`src/rtl/pending_mask_32_if.sv`:
```
// pending_mask_32_if: request, handshake and status signals of the pending tracker
//   master (producer/consumer side) drives SetMask/SetValid, ClrMask/ClrValid, OutReady
//   slave  (tracker side) drives OutIndex/OutValid, Pending, Count, DupErr
interface pending_mask_32_if;
    logic [31:0] SetMask;
    logic        SetValid;
    logic [31:0] ClrMask;
    logic        ClrValid;
    logic [4:0]  OutIndex;
    logic        OutValid;
    logic        OutReady;
    logic [31:0] Pending;
    logic [5:0]  Count;
    logic        DupErr;
    modport master (
        output SetMask, SetValid, ClrMask, ClrValid, OutReady,
        input  OutIndex, OutValid, Pending, Count, DupErr
    );
    modport slave (
        input  SetMask, SetValid, ClrMask, ClrValid, OutReady,
        output OutIndex, OutValid, Pending, Count, DupErr
    );
endinterface

```
`src/rtl/pending_mask_32.sv`:
```
// pending_mask_32: accumulates set requests into a 32-bit pending set and hands indices out one at a time
//   Clk    : rising-edge clock
//   nReset : synchronous active-low reset
//   bus    : slave side of pending_mask_32_if (set/clear masks in, index handshake and status out)
module pending_mask_32 #(
    parameter bit LOWEST_FIRST = 1'b1
) (
    input  logic              Clk,
    input  logic              nReset,
    pending_mask_32_if.slave  bus
);
    typedef enum logic {IDLE, PRESENT} state_t;

    state_t      r_state;
    state_t      w_state_next;
    logic [31:0] r_pend;
    logic [5:0]  r_cnt;
    logic [4:0]  r_idx;
    logic        r_dup;
    logic [31:0] w_set;
    logic [31:0] w_clr;
    logic [31:0] w_avail;
    logic [31:0] w_loadbit;
    logic [31:0] w_pend_next;
    logic [5:0]  w_cnt_next;
    logic [4:0]  w_cand;
    logic        w_load;
    logic        w_dup_hit;

    assign w_set       = bus.SetValid ? bus.SetMask : '0;
    assign w_clr       = bus.ClrValid ? bus.ClrMask : '0;
    assign w_avail     = r_pend & ~w_clr;
    assign w_loadbit   = 32'(w_load) << w_cand;
    // set is OR-ed last so it wins over both clear and load on the same bit
    assign w_pend_next = (r_pend & ~w_clr & ~w_loadbit) | w_set;
    assign w_dup_hit   = (|(w_set & r_pend)) || (r_state == PRESENT && w_set[r_idx]);

    // scan away from the preferred end so the preferred end is written last and wins
    always_comb begin
        w_cand = '0;
        for (int i = 0; i < 32; i++) begin
            if (w_avail[LOWEST_FIRST ? 31 - i : i]) w_cand = 5'(LOWEST_FIRST ? 31 - i : i);
        end
    end

    always_comb begin
        w_cnt_next = '0;
        for (int i = 0; i < 32; i++) w_cnt_next = w_cnt_next + 6'(w_pend_next[i]);
    end

    always_comb begin
        w_load       = (|w_avail) && (r_state == IDLE || bus.OutReady);
        w_state_next = w_load ? PRESENT : (r_state == PRESENT && !bus.OutReady) ? PRESENT : IDLE;
    end

    always_ff @(posedge Clk) begin
        if (!nReset) begin
            r_state <= IDLE;
            r_pend  <= '0;
            r_cnt   <= '0;
            r_idx   <= '0;
            r_dup   <= 1'b0;
        end else begin
            r_state <= w_state_next;
            r_pend  <= w_pend_next;
            r_cnt   <= w_cnt_next;
            r_idx   <= w_load ? w_cand : r_idx;
            r_dup   <= r_dup | w_dup_hit;
        end
    end

    assign bus.OutIndex = r_idx;
    assign bus.OutValid = (r_state == PRESENT);
    assign bus.Pending  = r_pend;
    assign bus.Count    = r_cnt;
    assign bus.DupErr   = r_dup;
endmodule
```
`src/flat_wrapper.sv`:
```
// flat-port wrapper written by rule: the top's interface ports become plain ports
module pending_mask_32_flat 
#(
    parameter bit LOWEST_FIRST = 1'b1
)
  (Clk, nReset, bus_SetMask, bus_SetValid, bus_ClrMask, bus_ClrValid, bus_OutReady, bus_OutIndex, bus_OutValid, bus_Pending, bus_Count, bus_DupErr);
  pending_mask_32_if bus_i ();
  input  logic Clk;
  input  logic nReset;
  input wire logic [$bits(bus_i.SetMask)-1:0] bus_SetMask;
  input wire logic [$bits(bus_i.SetValid)-1:0] bus_SetValid;
  input wire logic [$bits(bus_i.ClrMask)-1:0] bus_ClrMask;
  input wire logic [$bits(bus_i.ClrValid)-1:0] bus_ClrValid;
  input wire logic [$bits(bus_i.OutReady)-1:0] bus_OutReady;
  output wire logic [$bits(bus_i.OutIndex)-1:0] bus_OutIndex;
  output wire logic [$bits(bus_i.OutValid)-1:0] bus_OutValid;
  output wire logic [$bits(bus_i.Pending)-1:0] bus_Pending;
  output wire logic [$bits(bus_i.Count)-1:0] bus_Count;
  output wire logic [$bits(bus_i.DupErr)-1:0] bus_DupErr;
  assign bus_i.SetMask = bus_SetMask;
  assign bus_i.SetValid = bus_SetValid;
  assign bus_i.ClrMask = bus_ClrMask;
  assign bus_i.ClrValid = bus_ClrValid;
  assign bus_i.OutReady = bus_OutReady;
  assign bus_OutIndex = bus_i.OutIndex;
  assign bus_OutValid = bus_i.OutValid;
  assign bus_Pending = bus_i.Pending;
  assign bus_Count = bus_i.Count;
  assign bus_DupErr = bus_i.DupErr;
  pending_mask_32 #(.LOWEST_FIRST(LOWEST_FIRST)) u_core (.Clk(Clk), .nReset(nReset), .bus(bus_i));
endmodule
```
`config.mk`:
```
export PLATFORM = sky130hd
export DESIGN_NAME = pending_mask_32_flat
export DESIGN_NICKNAME = d
export VERILOG_FILES = /design/src/rtl/pending_mask_32_if.sv /design/src/rtl/pending_mask_32.sv /design/src/flat_wrapper.sv
export SDC_FILE = /design/constraint.sdc
export NUM_CORES = 1
export LEC_CHECK = 0
export CAP_MARGIN = 25
export CORE_MARGIN = 3
export CORE_UTILIZATION = 50
export DETAILED_ROUTE_END_ITERATION = 10
export GPL_ROUTABILITY_DRIVEN = 0
export GPL_TIMING_DRIVEN = 0
export MAX_ROUTING_LAYER = met4
export PLACE_DENSITY = 0.83
export SYNTH_ARGS = -nofsm -noshare
export SYNTH_HDL_FRONTEND = slang
export SYNTH_SLANG_ARGS = --single-unit
export TNS_END_PERCENT = 50
```
`constraint.sdc`:
```
create_clock -name Clk -period 20.8 [get_ports Clk]
set_clock_uncertainty 0.1 [all_clocks]
set_input_delay 4.16 -clock Clk [delete_from_list [all_inputs] [get_ports Clk]]
set_output_delay 4.16 -clock Clk [all_outputs]
set_load 0.01 [all_outputs]
```
## After elaboration in Yosys (flattened, before gate mapping)

Index checks and enable logic that the tools add are counted.

| word-level totals | value |
|---|---|
| register bits | 45 |
| input port bits | 69 |
| output and inout port bits | 45 |

| operators by class | value |
|---|---|
| $add $sub $neg | 31 |
| order comparisons | 1 |
| shift-type cells | 1 |
| muxes and demuxes | 38 |
| bitwise gates (word level) | 8 |
| reductions and logical operators | 8 |

Operator list:

| operator | count |
|---|---|
| 6-bit by 1-bit adder with 6-bit output | 30 |
| 5-bit two-way mux | 32 |
| 32-bit bitwise AND | 3 |
| 32-bit two-way mux | 2 |
| 32-bit inverter | 2 |
| 32-bit OR reduction | 2 |
| 32-bit bitwise OR | 1 |
| 1-bit by 5-bit << shifter with 32-bit output | 1 |
| 5-bit by 6-bit < comparator with 1-bit output, second input constant | 1 |
| 1-bit binary-select mux with 5-bit select | 1 |
| 1-bit logical AND | 3 |
| 1-bit two-way mux | 3 |
| 1-bit by 1-bit adder with 2-bit output | 1 |
| 1-bit logical OR | 2 |
| 1-bit zero test | 1 |
| 1-bit inverter | 1 |
| 1-bit bitwise OR | 1 |

## Longest topological paths before layout

| logic depth | value |
|---|---|
| depth after elaboration | 70 |
| depth in mapped cells | 29 |

## Worst setup path after synthesis

Ideal clock, no wire load.

| timing | value |
|---|---|
| kind | input to register |
| start point | input port bus_ClrValid |
| end point | register u_core.r_cnt[4] (netlist: u_core.bus.Count[4]) |
| library setup time | 0.128 ns |
| arrival | 10.219 ns |
| data required time | 20.572 ns |
| path slack | 10.353 ns |
| stages on the path | 25 |
| buffers on the path | 3 |
| cell sequence | buf_6 a21bo_1 a21o_1 a2111oi_4 o2111ai_2 and2_4 buf_6 buf_2 nor4_1 a2bb2oi_1 fa_1 fa_1 fa_1 inv_1 fa_1 fa_1 fa_1 fa_1 inv_1 fa_1 inv_1 a21o_1 a21oi_1 xor2_1 nor2_1 |

| between the ends | value |
|---|---|
| word-level cells in the longest chain between the ends | 70 |

Ends and longest elaborated chain:

| what | RTL line | text |
|---|---|---|
| start, declared | flat_wrapper.sv:13 | `input wire logic [$bits(bus_i.ClrValid)-1:0] bus_ClrValid;` |
| 32-bit two-way mux (*) | pending_mask_32.sv:31 | `assign w_clr = bus.ClrValid ? bus.ClrMask : '0;` |
| 32-bit inverter (*) | pending_mask_32.sv:32, pending_mask_32.sv:35 |  |
| 32-bit bitwise AND (*) | pending_mask_32.sv:32, pending_mask_32.sv:35 |  |
| 5-bit two-way mux (32 in a row) | pending_mask_32.sv:42 | `if (w_avail[LOWEST_FIRST ? 31 - i : i]) w_cand = 5'(LOWEST_FIRST ? 31 - i : i);` |
| 1-bit by 5-bit << shifter with 32-bit output | pending_mask_32.sv:33 | `assign w_loadbit = 32'(w_load) << w_cand;` |
| 32-bit inverter | pending_mask_32.sv:35 | `assign w_pend_next = (r_pend & ~w_clr & ~w_loadbit) \| w_set;` |
| 32-bit bitwise AND (*) | pending_mask_32.sv:35 |  |
| 32-bit bitwise OR (*) | pending_mask_32.sv:35 |  |
| 1-bit by 1-bit adder with 2-bit output | pending_mask_32.sv:48 | `for (int i = 0; i < 32; i++) w_cnt_next = w_cnt_next + 6'(w_pend_next[i]);` |
| 6-bit by 1-bit adder with 6-bit output (29 in a row) | pending_mask_32.sv:48 |  |
| 6-bit by 1-bit adder with 6-bit output (*) | pending_mask_32.sv:48 |  |
| end signal, assigned | pending_mask_32.sv:66 | `r_cnt <= w_cnt_next;` |
| end, declared | pending_mask_32.sv:17 | `logic [5:0] r_cnt;` |

Mark *: on every way between the ends. The rest lies on a longest branch, timed or not.
A chain may end at the register's enable or synchronous reset.

## Final worst setup path

Ends and elaborated chain as after synthesis.

==> impl_metrics.tcl <==
set metrics [dict create \
    status "finished clean" \
    die-area_sq_um 10300 \
    cts_sinks 45 \
    fill_cells 726 \
    grt_start_max_net_pins 14 \
    power_density_nw_per_um2 109 \
    slew_viol_final 0 \
    diodes 0 \
    crit_path_end "u_core.bus.Count[4]" \
    drcViolationCount 0 \
    finalCritPeriodShare_pct 57.0 \
    synth_area_sq_um 4550 \
    stdcell_count 761 \
    gr-total-overflow 0 \
    post_cts_resized 0 \
    synth_flop_cell "dfxtp_1" \
    syn-num-nets 634 \
    synthDistinctLibCells 75 \
    antenna_found_initial 0 \
    ant_nets 0 \
    cts_tree "yes" \
    cts_hold_buf 0 \
    num_rows 34 \
    synthTopCellsByArea "dfxtp_1 20%, fa_1 11%, mux4_2 5.0%" \
    finalSetupViolCount 0 \
    final_common_cell "clkdlybuf4s50_1" \
    ir_drop_uv 223 \
    cts-root-buf "clkbuf_8" \
    placed_cells 753 \
    layout-drive-gt1-share_pct 9.80 \
    worstRegToRegCells 23 \
    avgSynthCellArea_sq_um 8.54 \
    rsz0062_at_grt "no" \
    coreArea_sq_um 8760 \
    htreeDepth 2 \
    leakage_nw 2.31 \
    tightestPinTransition_ns 0.918 \
    grt_pass1_wl_um 29200 \
    ff2ff_setup_slack_ns 13.03 \
    synth_edf_count 0 \
    clk_pin_slew_worst_paths_ns 0.10 \
    numCtsBuffers 5 \
    insertion_delay_ns 0.31 \
    wire_per_inst_um 25.3 \
    fin_tns_setup_ns 0 \
    worstSetupEndpointType "flip-flop" \
    yosysSeqAreaShare_pct 19.8 \
    die_y_um 101 \
    relSlewSlack_pct 38.8 \
    dpl_worst_slack_ns 8.78 \
    vias 5553 \
    yosys_register_bits 45 \
    start_util_pct 51.9 \
    synth_cells 533 \
    cp.required_ns 20.88 \
    cp-startpoint "bus_ClrValid" \
    hold_class "flip-flop to flip-flop" \
    grtUsageTotal_pct 38.4 \
    fin_ws_ns 8.95 \
    max_cap_viol_count 0 \
    syn_to_final_growth_pct 30.2 \
    critPathMaxFanout 10 \
    r2r_start "u_core.bus.Pending[11]" \
    routed_via_density 7.30 \
    synth_top_cell_by_area "dfxtp_1" \
    hold_viol 0 \
    reg2reg_to "u_core.bus.Count[4]" \
    drt-initial-drc-count 1006 \
    hpwl_um 15000 \
    worstSetupPathType "primary input to flip-flop" \
    clockBufferDepth 2 \
    synth-async-reset-ratio_pct 0 \
    die_w_um 101 \
    layout.nets 753 \
    crit_path_start_kind "primary input" \
    grt_pass1_vias 5405 \
    min_period_ns 11.85 \
    fmaxAchievable_mhz 84.4 \
    mostFrequentLayoutCells "112 x clkdlybuf4s50_1, 50 x inv_1, 45 x dfxtp_1" \
    pin_count 114 \
    ys.warnings.count 0 \
    netlist.area_leader.share_pct 19.8 \
    routed_wl_um 19300 \
    cp.arrival_ns 11.93 \
    io_buffers 112 \
    dr.pass1.iters 8 \
    cts_setup_buffers 0 \
]
-- logic make-up (layout without fill, tap and decap cells) --
family | count (synthesis) | in the layout | share of synthesized area (%)
xor+xnor | 2 | 2 | 0.385
buf+inv | 78 | 198 | 7.73
fa+ha+maj | 32 | 32 | 12.8
simple gates | 174 | 174 | 20.7
flops | 45 | 45 | 19.8
compound gates | 189 | 189 | 33.0
mux | 13 | 13 | 5.67
-- how the worst min path moves through the flow --
| stage | slack (ns) | end | startpoint | depth (start not counted) |
|---|---|---|---|---|
| 2_1_floorplan | 0.43 | u_core.bus.OutIndex[4] | u_core.bus.OutIndex[4] | 2 |
| 4_1_cts | 0.45 | u_core.bus.OutIndex[4] | u_core.bus.OutIndex[4] | 2 |
| 5_1_grt | 0.50 | u_core.bus.OutIndex[2] | u_core.bus.OutIndex[2] | 2 |
| 6_report | 0.47 | u_core.bus.OutIndex[4] | u_core.bus.OutIndex[4] | 2 |
| 3_5_place_dp | 0.44 | u_core.bus.OutIndex[4] | u_core.bus.OutIndex[4] | 2 |
| 3_3_place_gp | 0.41 | u_core.bus.OutIndex[4] | u_core.bus.OutIndex[4] | 2 |
-- critical path, cell delays in order --
cell	delay [ns]
clkdlybuf4s50_1	0.53
buf_6	0.23
o221ai_1	0.61
nor4_4	0.16
a41oi_2	0.39
o211ai_2	0.33
buf_4	0.29
nor4_1	0.40
a2bb2oi_1	0.39
fa_1	0.52
fa_1	0.53
fa_1	0.50
inv_1	0.06
fa_1	0.59
fa_1	0.45
fa_1	0.46
fa_1	0.40
inv_1	0.09
fa_1	0.21
inv_1	0.05
a21o_1	0.17
a21oi_1	0.18
xor2_1	0.16
nor2_1	0.05
-- flip-flops by register name (all words and copies together) (netlist names) --
name and flops:
u_core.bus.Pending 32, u_core.bus.Count 6, u_core.bus.DupErr 1, u_core.bus.OutValid 1, u_core.bus.OutIndex 5
-- stage by stage --
step / util, % / hold slack (ns) / power [mW] / cell area (sq um)
floorplan: - / 0.426 / 0.427 / 4550
global placement: 66.2 / 0.408 / 0.543 / 5810
detailed placement: 66.2 / 0.440 / 0.563 / 5810
CTS: 67.6 / 0.453 / 0.636 / 5920
global route: 67.6 / 0.500 / 0.708 / 5920
finish: 67.6 / 0.467 / 0.646 / 5920
-- Yosys cell counts (11+ instances only) --
library cell,number
a21boi_0,13
o221ai_1,11
nor2_1,39
fa_1,24
nand2_1,35
and3_1,11
nand2b_1,20
nand3_1,13
dfxtp_1,45
o21ai_0,15
a211oi_1,11
inv_1,50
a21oi_1,32
clkbuf_1,13
nand4_1,11
-- power breakdown --
group / switching [mW] / internal, mW / total (mW)
clock network: 0.0338 / 0.0393 / 0.0731
logic: 0.258 / 0.205 / 0.463
registers: 0.0103 / 0.0992 / 0.109
-- metal layers --
layer	global-route usage [%]	vias to the layer above	wire, um
met3	12.1	200	3290
li1	-	2241	-
met4	20.9	0	1610
met5	-	-	0
met1	46.2	2501	6220
met2	56.9	611	8160
-- cell type report --
class | count | area [sq um] | area share (%)
Inverter | 50 | 188 | 3.17
Multi-Input combinational cell | 410 | 3300 | 55.7
Sequential cell | 45 | 901 | 15.2
Tap cell | 108 | 135 | 2.28
Buffer | 28 | 164 | 2.77
Timing Repair Buffer | 112 | 1120 | 18.9
Clock buffer | 7 | 86.3 | 1.46
Clock inverter | 1 | 30.0 | 0.507
(Power assumes the default switching activity.)
